==> src/rtl/lcd_ctrl.sv <==
// HD44780 character LCD controller: power-up init, then timed writes of core bytes.
// Define LCD_CMD_FIFO_EN to add a 4-entry command FIFO in front of the write FSM.
module lcd_ctrl #(
    parameter int T_POWERUP   = 750000,
    parameter int T_SETUP     = 2,
    parameter int T_EN_HIGH   = 12,
    parameter int T_HOLD      = 1,
    parameter int T_CMD_WAIT  = 2000,
    parameter int T_LONG_WAIT = 82000
) (
    input  logic       clk,
    input  logic       reset_n,
    input  logic       cmd_valid,
    input  logic       cmd_rs,
    input  logic [7:0] cmd_data,
    output logic       cmd_ready,
    output logic       init_done,
    output logic [7:0] lcd_data,
    output logic       lcd_rw,
    output logic       lcd_rs,
    output logic       lcd_en,
    output logic       lcd_on
);

    localparam int MAX_A = (T_POWERUP > T_LONG_WAIT) ? T_POWERUP : T_LONG_WAIT;
    localparam int MAX_B = (MAX_A > T_CMD_WAIT) ? MAX_A : T_CMD_WAIT;
    localparam int MAX_C = (MAX_B > T_EN_HIGH) ? MAX_B : T_EN_HIGH;
    localparam int MAX_D = (MAX_C > T_SETUP) ? MAX_C : T_SETUP;
    localparam int T_MAX = (MAX_D > T_HOLD) ? MAX_D : T_HOLD;
    localparam int CW    = $clog2(T_MAX) + 1;

    localparam logic [CW-1:0] POWERUP_LAST = CW'(T_POWERUP - 1);
    localparam logic [CW-1:0] SETUP_LAST   = CW'(T_SETUP - 1);
    localparam logic [CW-1:0] EN_LAST      = CW'(T_EN_HIGH - 1);
    localparam logic [CW-1:0] HOLD_LAST    = CW'(T_HOLD - 1);
    localparam logic [CW-1:0] CMD_LAST     = CW'(T_CMD_WAIT - 1);
    localparam logic [CW-1:0] LONG_LAST    = CW'(T_LONG_WAIT - 1);

    typedef enum logic [2:0] {
        PWRUP, INIT_LOAD, SETUP, EN_HI, HOLD, WAIT, IDLE
    } state_t;

    state_t        state;
    logic [CW-1:0] cnt;
    logic [2:0]    init_idx;
    logic          in_init;
    logic [CW-1:0] wait_last;
    logic          take;
    logic          next_rs;
    logic [7:0]    next_data;

    function automatic logic [7:0] init_rom(input logic [2:0] idx);
        case (idx)
            3'd0, 3'd1, 3'd2, 3'd3: init_rom = 8'h38;
            3'd4:                   init_rom = 8'h0C;
            3'd5:                   init_rom = 8'h01;
            default:                init_rom = 8'h06;
        endcase
    endfunction

    // Clear display and return home need the long execution time.
    always_comb begin
        wait_last = CMD_LAST;
        if (!lcd_rs && (lcd_data == 8'h01 || lcd_data == 8'h02 || lcd_data == 8'h03))
            wait_last = LONG_LAST;
    end

    assign lcd_rw = 1'b0;

`ifdef LCD_CMD_FIFO_EN
    logic [8:0] fifo_mem [4];
    logic [1:0] wr_ptr;
    logic [1:0] rd_ptr;
    logic [2:0] fifo_cnt;
    logic       fifo_push;

    assign cmd_ready = (fifo_cnt != 3'd4) && init_done;
    assign fifo_push = cmd_valid && cmd_ready;
    assign take      = (state == IDLE) && (fifo_cnt != 3'd0);
    assign next_rs   = fifo_mem[rd_ptr][8];
    assign next_data = fifo_mem[rd_ptr][7:0];

    always_ff @(posedge clk) begin
        if (fifo_push)
            fifo_mem[wr_ptr] <= {cmd_rs, cmd_data};
    end

    // Pop uses the registered count, so a byte pushed into an empty FIFO waits one extra cycle.
    always_ff @(posedge clk) begin
        if (!reset_n) begin
            wr_ptr   <= '0;
            rd_ptr   <= '0;
            fifo_cnt <= '0;
        end else begin
            if (fifo_push)
                wr_ptr <= wr_ptr + 2'd1;
            if (take)
                rd_ptr <= rd_ptr + 2'd1;
            fifo_cnt <= fifo_cnt + {2'b00, fifo_push} - {2'b00, take};
        end
    end
`else
    assign cmd_ready = (state == IDLE);
    assign take      = cmd_valid && cmd_ready;
    assign next_rs   = cmd_rs;
    assign next_data = cmd_data;
`endif

    always_ff @(posedge clk) begin
        if (!reset_n) begin
            state     <= PWRUP;
            cnt       <= '0;
            lcd_data  <= '0;
            lcd_rs    <= 1'b0;
            lcd_en    <= 1'b0;
            lcd_on    <= 1'b0;
            init_done <= 1'b0;
            in_init   <= 1'b0;
            init_idx  <= '0;
        end else begin
            lcd_on <= 1'b1;
            case (state)
                PWRUP: begin
                    if (cnt == POWERUP_LAST) begin
                        state    <= INIT_LOAD;
                        cnt      <= '0;
                        init_idx <= '0;
                        in_init  <= 1'b1;
                    end else begin
                        cnt <= cnt + 1'b1;
                    end
                end
                INIT_LOAD: begin
                    lcd_data <= init_rom(init_idx);
                    lcd_rs   <= 1'b0;
                    cnt      <= '0;
                    state    <= SETUP;
                end
                SETUP: begin
                    if (cnt == SETUP_LAST) begin
                        state  <= EN_HI;
                        lcd_en <= 1'b1;
                        cnt    <= '0;
                    end else begin
                        cnt <= cnt + 1'b1;
                    end
                end
                EN_HI: begin
                    if (cnt == EN_LAST) begin
                        state  <= HOLD;
                        lcd_en <= 1'b0;
                        cnt    <= '0;
                    end else begin
                        cnt <= cnt + 1'b1;
                    end
                end
                HOLD: begin
                    if (cnt == HOLD_LAST) begin
                        state <= WAIT;
                        cnt   <= '0;
                    end else begin
                        cnt <= cnt + 1'b1;
                    end
                end
                WAIT: begin
                    if (cnt == wait_last) begin
                        cnt <= '0;
                        if (in_init && init_idx != 3'd6) begin
                            init_idx <= init_idx + 3'd1;
                            state    <= INIT_LOAD;
                        end else begin
                            if (in_init) begin
                                init_done <= 1'b1;
                                in_init   <= 1'b0;
                            end
                            state <= IDLE;
                        end
                    end else begin
                        cnt <= cnt + 1'b1;
                    end
                end
                IDLE: begin
                    if (take) begin
                        lcd_data <= next_data;
                        lcd_rs   <= next_rs;
                        cnt      <= '0;
                        state    <= SETUP;
                    end
                end
                default: begin
                    state <= PWRUP;
                    cnt   <= '0;
                end
            endcase
        end
    end

endmodule
==> config.mk <==
export PLATFORM = sky130hd
export DESIGN_NAME = lcd_ctrl
export DESIGN_NICKNAME = d
export VERILOG_FILES = /design/src/rtl/lcd_ctrl.sv
export SDC_FILE = /design/constraint.sdc
export NUM_CORES = 1
export LEC_CHECK = 0
export ABC_AREA = 0
export CAP_MARGIN = 5
export CELL_PAD_IN_SITES_DETAIL_PLACEMENT = 1
export CELL_PAD_IN_SITES_GLOBAL_PLACEMENT = 1
export CORE_ASPECT_RATIO = 0.5
export CORE_MARGIN = 5
export CORE_UTILIZATION = 41
export DETAILED_ROUTE_END_ITERATION = 8
export PLACE_DENSITY_LB_ADDON = 0.1
export SKIP_LAST_GASP = 1
export SLEW_MARGIN = 20
export SYNTH_ARGS = -nofsm -noshare
export SYNTH_HDL_FRONTEND = slang
export SYNTH_SLANG_ARGS = --single-unit
==> constraint.sdc <==
create_clock -name clk -period 3 [get_ports clk]
set_clock_uncertainty 0.2 [all_clocks]
set_input_delay 0.6 -clock clk [delete_from_list [all_inputs] [get_ports clk]]
set_output_delay 0.6 -clock clk [all_outputs]
set_load 0.02 [all_outputs]
# Yosys cells after proc, flatten, opt, wreduce, memory -nomap -nowiden
# Index checks and enable logic that the tools add are counted.
[totals]
wordCells = 91
in_bits = 12
reg_bits = 40
output_inout_bits = 14
[op_classes]
reduce_logical = 19
muxes = 33
addsub = 2
bitwise_logic = 1
eq_ne = 27
[op_table]
columns = ["operator", "n"]
rows = [
  ["2-to-1 mux 21 bit", 6],
  ["one-hot mux 21 bit (6 select lines)", 1],
  ["2-to-1 mux 3 bit", 10],
  ["adder 21 x 1 -> 21 bit (second input constant)", 1],
  ["equality test 21 x 1 -> 1 bit (second input constant)", 1],
  ["equality test 21 x 20 -> 1 bit (second input constant)", 1],
  ["equality test 21 bit", 1],
  ["equality test 21 x 4 -> 1 bit (second input constant)", 1],
  ["zero test 21 bit", 1],
  ["one-hot mux 3 bit (7 select lines)", 1],
  ["one-hot mux 6 bit (3 select lines)", 1],
  ["2-to-1 mux 17 bit", 1],
  ["equality test 8 x 2 -> 1 bit (second input constant)", 2],
  ["one-hot mux 8 bit (2 select lines)", 1],
  ["equality test 3 bit (second input constant)", 5],
  ["inequality test 2 bit (second input constant)", 7],
  ["equality test 3 x 2 -> 1 bit (second input constant)", 4],
  ["AND reduction 4 bit", 3],
  ["equality test 8 x 1 -> 1 bit (second input constant)", 1],
  ["2-to-1 mux 8 bit", 1],
  ["2-to-1 mux 1 bit", 7],
  ["equality test 3 x 1 -> 1 bit (second input constant)", 2],
  ["zero test 3 bit", 2],
  ["one-hot mux 1 bit (2 select lines)", 3],
  ["13 further kinds", 18],
]

# Logic depth before layout (Yosys ltp)
[depth]
word_depth = 8
ltp_mapped = 9
mapped_depth_nobuf = 8

# Least setup slack after synthesis
# Ideal clock, no wire load.
[synth_path]
path_type = "register to register"
startpoint = "register cnt[0]"
endpoint = "register cnt[9]"
arrival_ns = 2.083
period_less_slack_ns = 2.401
setup_slack_ns = 0.599
path_buffers = 2
setup_time_ns = 0.117
path_stages_with_launch = 9
t_required_ns = 2.683
cell_sequence = "dfxtp_1 ha_1 nand3_1 o31a_1 a211o_1 buf_6 or3_1 buf_2 a32o_1"
[synth_via]
elab_chain_cells = 3
elab_cells_between_ends = 12
cone_classes = "1 x add/sub; 4 x eq/ne; 6 x mux; 1 x reduce/logical"
[synth_rtl]
columns = ["element", "line", "rtl"]
rows = [
  ["start: declaration", "44", "logic [CW-1:0] cnt;"],
  ["start signal: assignment", "130", "cnt <= cnt + 1'b1;"],
  ["start signal: assignment", "145", "cnt <= cnt + 1'b1;"],
  ["start signal: assignment", "154", "cnt <= cnt + 1'b1;"],
  ["adder 21 x 1 -> 21 bit, or another cell as far along", "n/a", ""],
  ["2-to-1 mux 21 bit (on tied branches)", "n/a", ""],
  ["one-hot mux 21 bit (6 select lines) *", "122", "case (state)"],
]
# Every way passes the cells marked *; elsewhere a longest branch is shown, timed or not.
# A chain may end at the register's enable or synchronous reset.

# Worst setup path in the final report
[layout_path]
startpoint = "register lcd_data[5]"
endpoint = "register cnt[19]"
[layout_via]
elab_chain_cells = 8
elab_cells_between_ends = 10
cone_classes = "4 x eq/ne; 3 x mux; 3 x reduce/logical"
[layout_rtl]
columns = ["element", "line", "rtl"]
rows = [
  ["start: declaration", "18", "output logic [7:0] lcd_data,"],
  ["start signal: assignment", "134", "lcd_data <= init_rom(init_idx);"],
  ["start signal: assignment", "184", "lcd_data <= next_data;"],
  ["equality test 8 x 1 -> 1 bit or equality test 8 x 2 -> 1 bit (tied branches)", "64", "if (!lcd_rs && (lcd_data == 8'h01 || lcd_data == 8'h02 || lcd_data == 8'h03))"],
  ["logical OR 1 bit", "64", ""],
  ["logical OR 1 bit *", "64", ""],
  ["logical AND 1 bit *", "64", ""],
  ["2-to-1 mux 17 bit *", "64", ""],
  ["equality test 21 bit *", "166", "if (cnt == wait_last) begin"],
  ["2-to-1 mux 21 bit *", "166", ""],
  ["one-hot mux 21 bit (6 select lines) *", "122", ""],
  ["end signal: assignment", "130", ""],
  ["end signal: assignment", "162", "cnt <= cnt + 1'b1;"],
  ["end signal: assignment", "179", "cnt <= cnt + 1'b1;"],
]
# Marked as above.

==> results.md <==
* Core area at 0.005492 mm2
* Nets at 340
* Share of cells above drive strength 1 at between 7 and 8%
* RSZ-0062 raised after global routing: false
* Ys async rst share at 0%
* CTS root buf: clkbuf_16
* Congestion Overflow GR at 0
* Peak fanout along the critical path at 9
* Port Buffers at 24
* Tightest Pin Transition at roughly 0.67 ns
* Slowest-stage cell, CP: or3_1
* Wire length per cell at approximately 19 um
* Synth cell types at 46
* CTS Buf Count at 5
* PD cells at a little under 600 mW/mm2
* Post-Route WL at about 7.4 mm
* Min-Delay Path Class: reg2reg
* Main flop type after synthesis: dfxtp_1
* Synth Cell Area at between 0.002 and 0.0025 mm2
* Final ANT Viol Nets at 0
* FILL cells at between 600 and 700
* Final Hold Vio Count at 0
* Vias in the first global route at 2,452
* Total track usage at 21.56%
* Post-Route Setup TNS at 0 ns
* Maximum VDD drop at between 0.2 and 0.3 mV
* Final Max Slew Viols at 0
* Syn_nets at around 310
* CTS tree: done
* H-tree depth at 2
* GPL Wtd Cong at between 0.9 and 1
* Register area share after synthesis at 34.48%
* Mapped Cells at between 200 and 300
* Pleak at 0.9463 nW
* Slew margin rel. at 55.54%
* Clock Latency Late Sink at 0.29 ns
* Hold bufs inserted after CTS at 0
* Place WS at 0.1656 ns
* Die X at between 100 and 150 um
* Ant diodes at 0
* Final worst path period share at a little over nine tenths
* YS warnings at 0
* Fmax at 355.1 MHz
* Initial DRC Count at approximately 120
* CP Buf/Inv Count at 0
* Max-cap violations at 0
* Clk buf depth at 2
* Status: finished clean
* EDFF count, synth at 0
* CTS Sinks at 40
* Final setup margin at between 0.15 and 0.2 ns
* Crit path kind: reg2reg
* DPL Wire Length at about 5.4 mm
* Fin crit period at 2.816 ns
* Total die area at 0.007360 mm2
* Num rows at 19
* Area growth from synthesis to layout at 21.61%
* Antenna violations before repair at 0
* Max incr delay on CP at 0.57 ns
* Mean post-synth cell area at 7.899 um2
* DIE HEIGHT at 63.22 um
* Final Setup Violations at 0
* CP required at around 3.0 ns
* Clock-pin slew on the worst setup and hold paths at about 0.060 ns
* Delay-heaviest family, CP: compound AO/OA/AOI/OAI gates
* Worst Setup Start Kind: flip-flop
* #FFs+latches synth at 40
* First-pass GRT wire length at roughly 13 mm
* Residual DRC at 0
* Via density per instance at roughly 6.0
* Initial Util at a little over two fifths
* IO Count at 26
* Critical path arrival at 2.79 ns
* Critical Path End Type: flip-flop
* Via count at between 2,000 and 2,500
* DRT Pass-1 Iters at 4
* Largest net degree at the start of global routing at 22
* CP cell instances: nor4_1 > o211ai_1 > mux2i_1 > a211o_1 > or3_1 > a32o_1
-- cells by family (layout without fill, tap and decap cells) --
family | after synthesis | in the layout | synth area share [%]
fa+ha+maj | 7 | 7 | 3.771
flops | 40 | 40 | 34.48
xor+xnor | 4 | 4 | 1.509
compound gates | 73 | 73 | 23.11
other cells | 1 | 1 | 0.1615
simple gates | 134 | 134 | 28.61
buf+inv | 28 | 55 | 5.333
mux | 7 | 7 | 3.017
-- placed cells by master (no fill, tap or decap), drive strengths merged, types with 4 or more instances in the layout --
| master | netlist | layout |
|---|---|---|
| o21ai | 10 | 10 |
| a32o | 5 | 5 |
| nor2 | 32 | 32 |
| nand3 | 19 | 19 |
| nor3 | 13 | 13 |
| buf | 7 | 15 |
| a2111oi | 9 | 9 |
| o211ai | 8 | 8 |
| clkdlybuf4s50 | 0 | 24 |
| a311oi | 6 | 6 |
| dfxtp | 40 | 40 |
| and3 | 6 | 6 |
| clkbuf | 12 | 6 |
| and2 | 4 | 4 |
| inv | 9 | 9 |
| nor4 | 10 | 10 |
| a211oi | 7 | 7 |
| nand2 | 32 | 32 |
| a21oi | 12 | 12 |
| ha | 7 | 7 |
| nand4 | 6 | 6 |
| mux2i | 7 | 7 |
-- worst reg2reg max path, cell delays in order, from the launching register on --
cell and delay [ns]:
dfxtp_1 0.33, nor4_1 0.39, o211ai_1 0.22, mux2i_1 0.21, a211o_1 0.47, or3_1 0.57, a32o_1 0.32
-- final timing paths --
| kind | startpoint | end | slack [ns] | cells past startpoint |
|---|---|---|---|---|
| setup reg to reg | lcd_data[5]$_SDFFE_PN0P_ | cnt[19]$_SDFFE_PN0N_ | 0.18 | 6 |
| setup / recovery | lcd_data[5]$_SDFFE_PN0P_ | cnt[19]$_SDFFE_PN0N_ | 0.18 | 6 |
| hold / removal | lcd_data[3]$_SDFFE_PN0P_ | lcd_data[3]$_SDFFE_PN0P_ | 0.29 | 2 |
| hold reg to reg | lcd_data[3]$_SDFFE_PN0P_ | lcd_data[3]$_SDFFE_PN0P_ | 0.29 | 2 |
-- Yosys cell counts (7+ instances only) --
library cell  instances  share of area (%)
nor2_1               32                5.2
nand2_1              32                5.2
a2111oi_0             9                3.4
nand3_1              19                4.1
a21oi_1              12                2.6
o21ai_0               9                1.9
nor4_1                9                2.4
clkbuf_1             12                1.9
ha_1                  7                3.8
mux2i_1               7                3.0
nor3_1               13                2.8
dfxtp_1              40                 34
o211ai_1              8                2.6
inv_1                 9                1.5
-- where the power goes --
part | total (mW) | internal, mW | switching, mW
clock network | 0.517 | 0.302 | 0.214
logic | 0.482 | 0.185 | 0.297
registers | 0.634 | 0.577 | 0.0565
total | 1.63 | 1.06 | 0.567
-- metrics by stage --
step / utilization (%) / total power, mW / cells / area (um2) / hold slack (ns)
3_5_place_dp: 48.74 / 1.111 / 387 / 2676 / 0.2784
2_1_floorplan: - / 0.9434 / 294 / 2322 / 0.2506
3_3_place_gp: 48.74 / 1.094 / 387 / 2676 / 0.2578
4_1_cts: 51.17 / 1.630 / 394 / 2810 / 0.2920
5_1_grt: 51.42 / 1.737 / 394 / 2824 / 0.3242
6_report: 51.42 / 1.632 / 394 / 2824 / 0.2876
-- cell type report --
cell class | count | area, um2 | area share, %
tap | 73 | 91.34 | 3.234
inverter | 9 | 33.78 | 1.196
sequential | 40 | 800.8 | 28.36
clock inverter | 1 | 5.005 | 0.1772
multi-input combinational | 226 | 1411 | 49.98
clock buffer | 6 | 128.9 | 4.564
timing repair buffer | 39 | 352.8 | 12.49
-- sequential cells by signal, summed over array words and instances, names as in the netlist --
name and count:
lcd_rs 1, init_idx 3, state 3, in_init 1
init_done 1, lcd_data 8, lcd_on 1, lcd_en 1
cnt 21
-- layer usage --
| layer | routed length [um] | vias to the layer above | global-route usage [%] | part of all wire [%] |
|---|---|---|---|---|
| met5 | 0 | - | 0 | 0 |
| met4 | 69 | 0 | 5.644 | 0.93 |
| met3 | 315 | 7 | 5.641 | 4.2 |
| met2 | 3494 | 49 | 34.33 | 47 |
| met1 | 3545 | 1164 | 28.84 | 48 |
| li1 | - | 1155 | - | - |
-- timing repair --
item                                    CTS  global route
endpoints found under the setup margin    0             8
resized for setup                         0             2
buffers inserted                          0             0
Power figures use the tool's default switching activity.
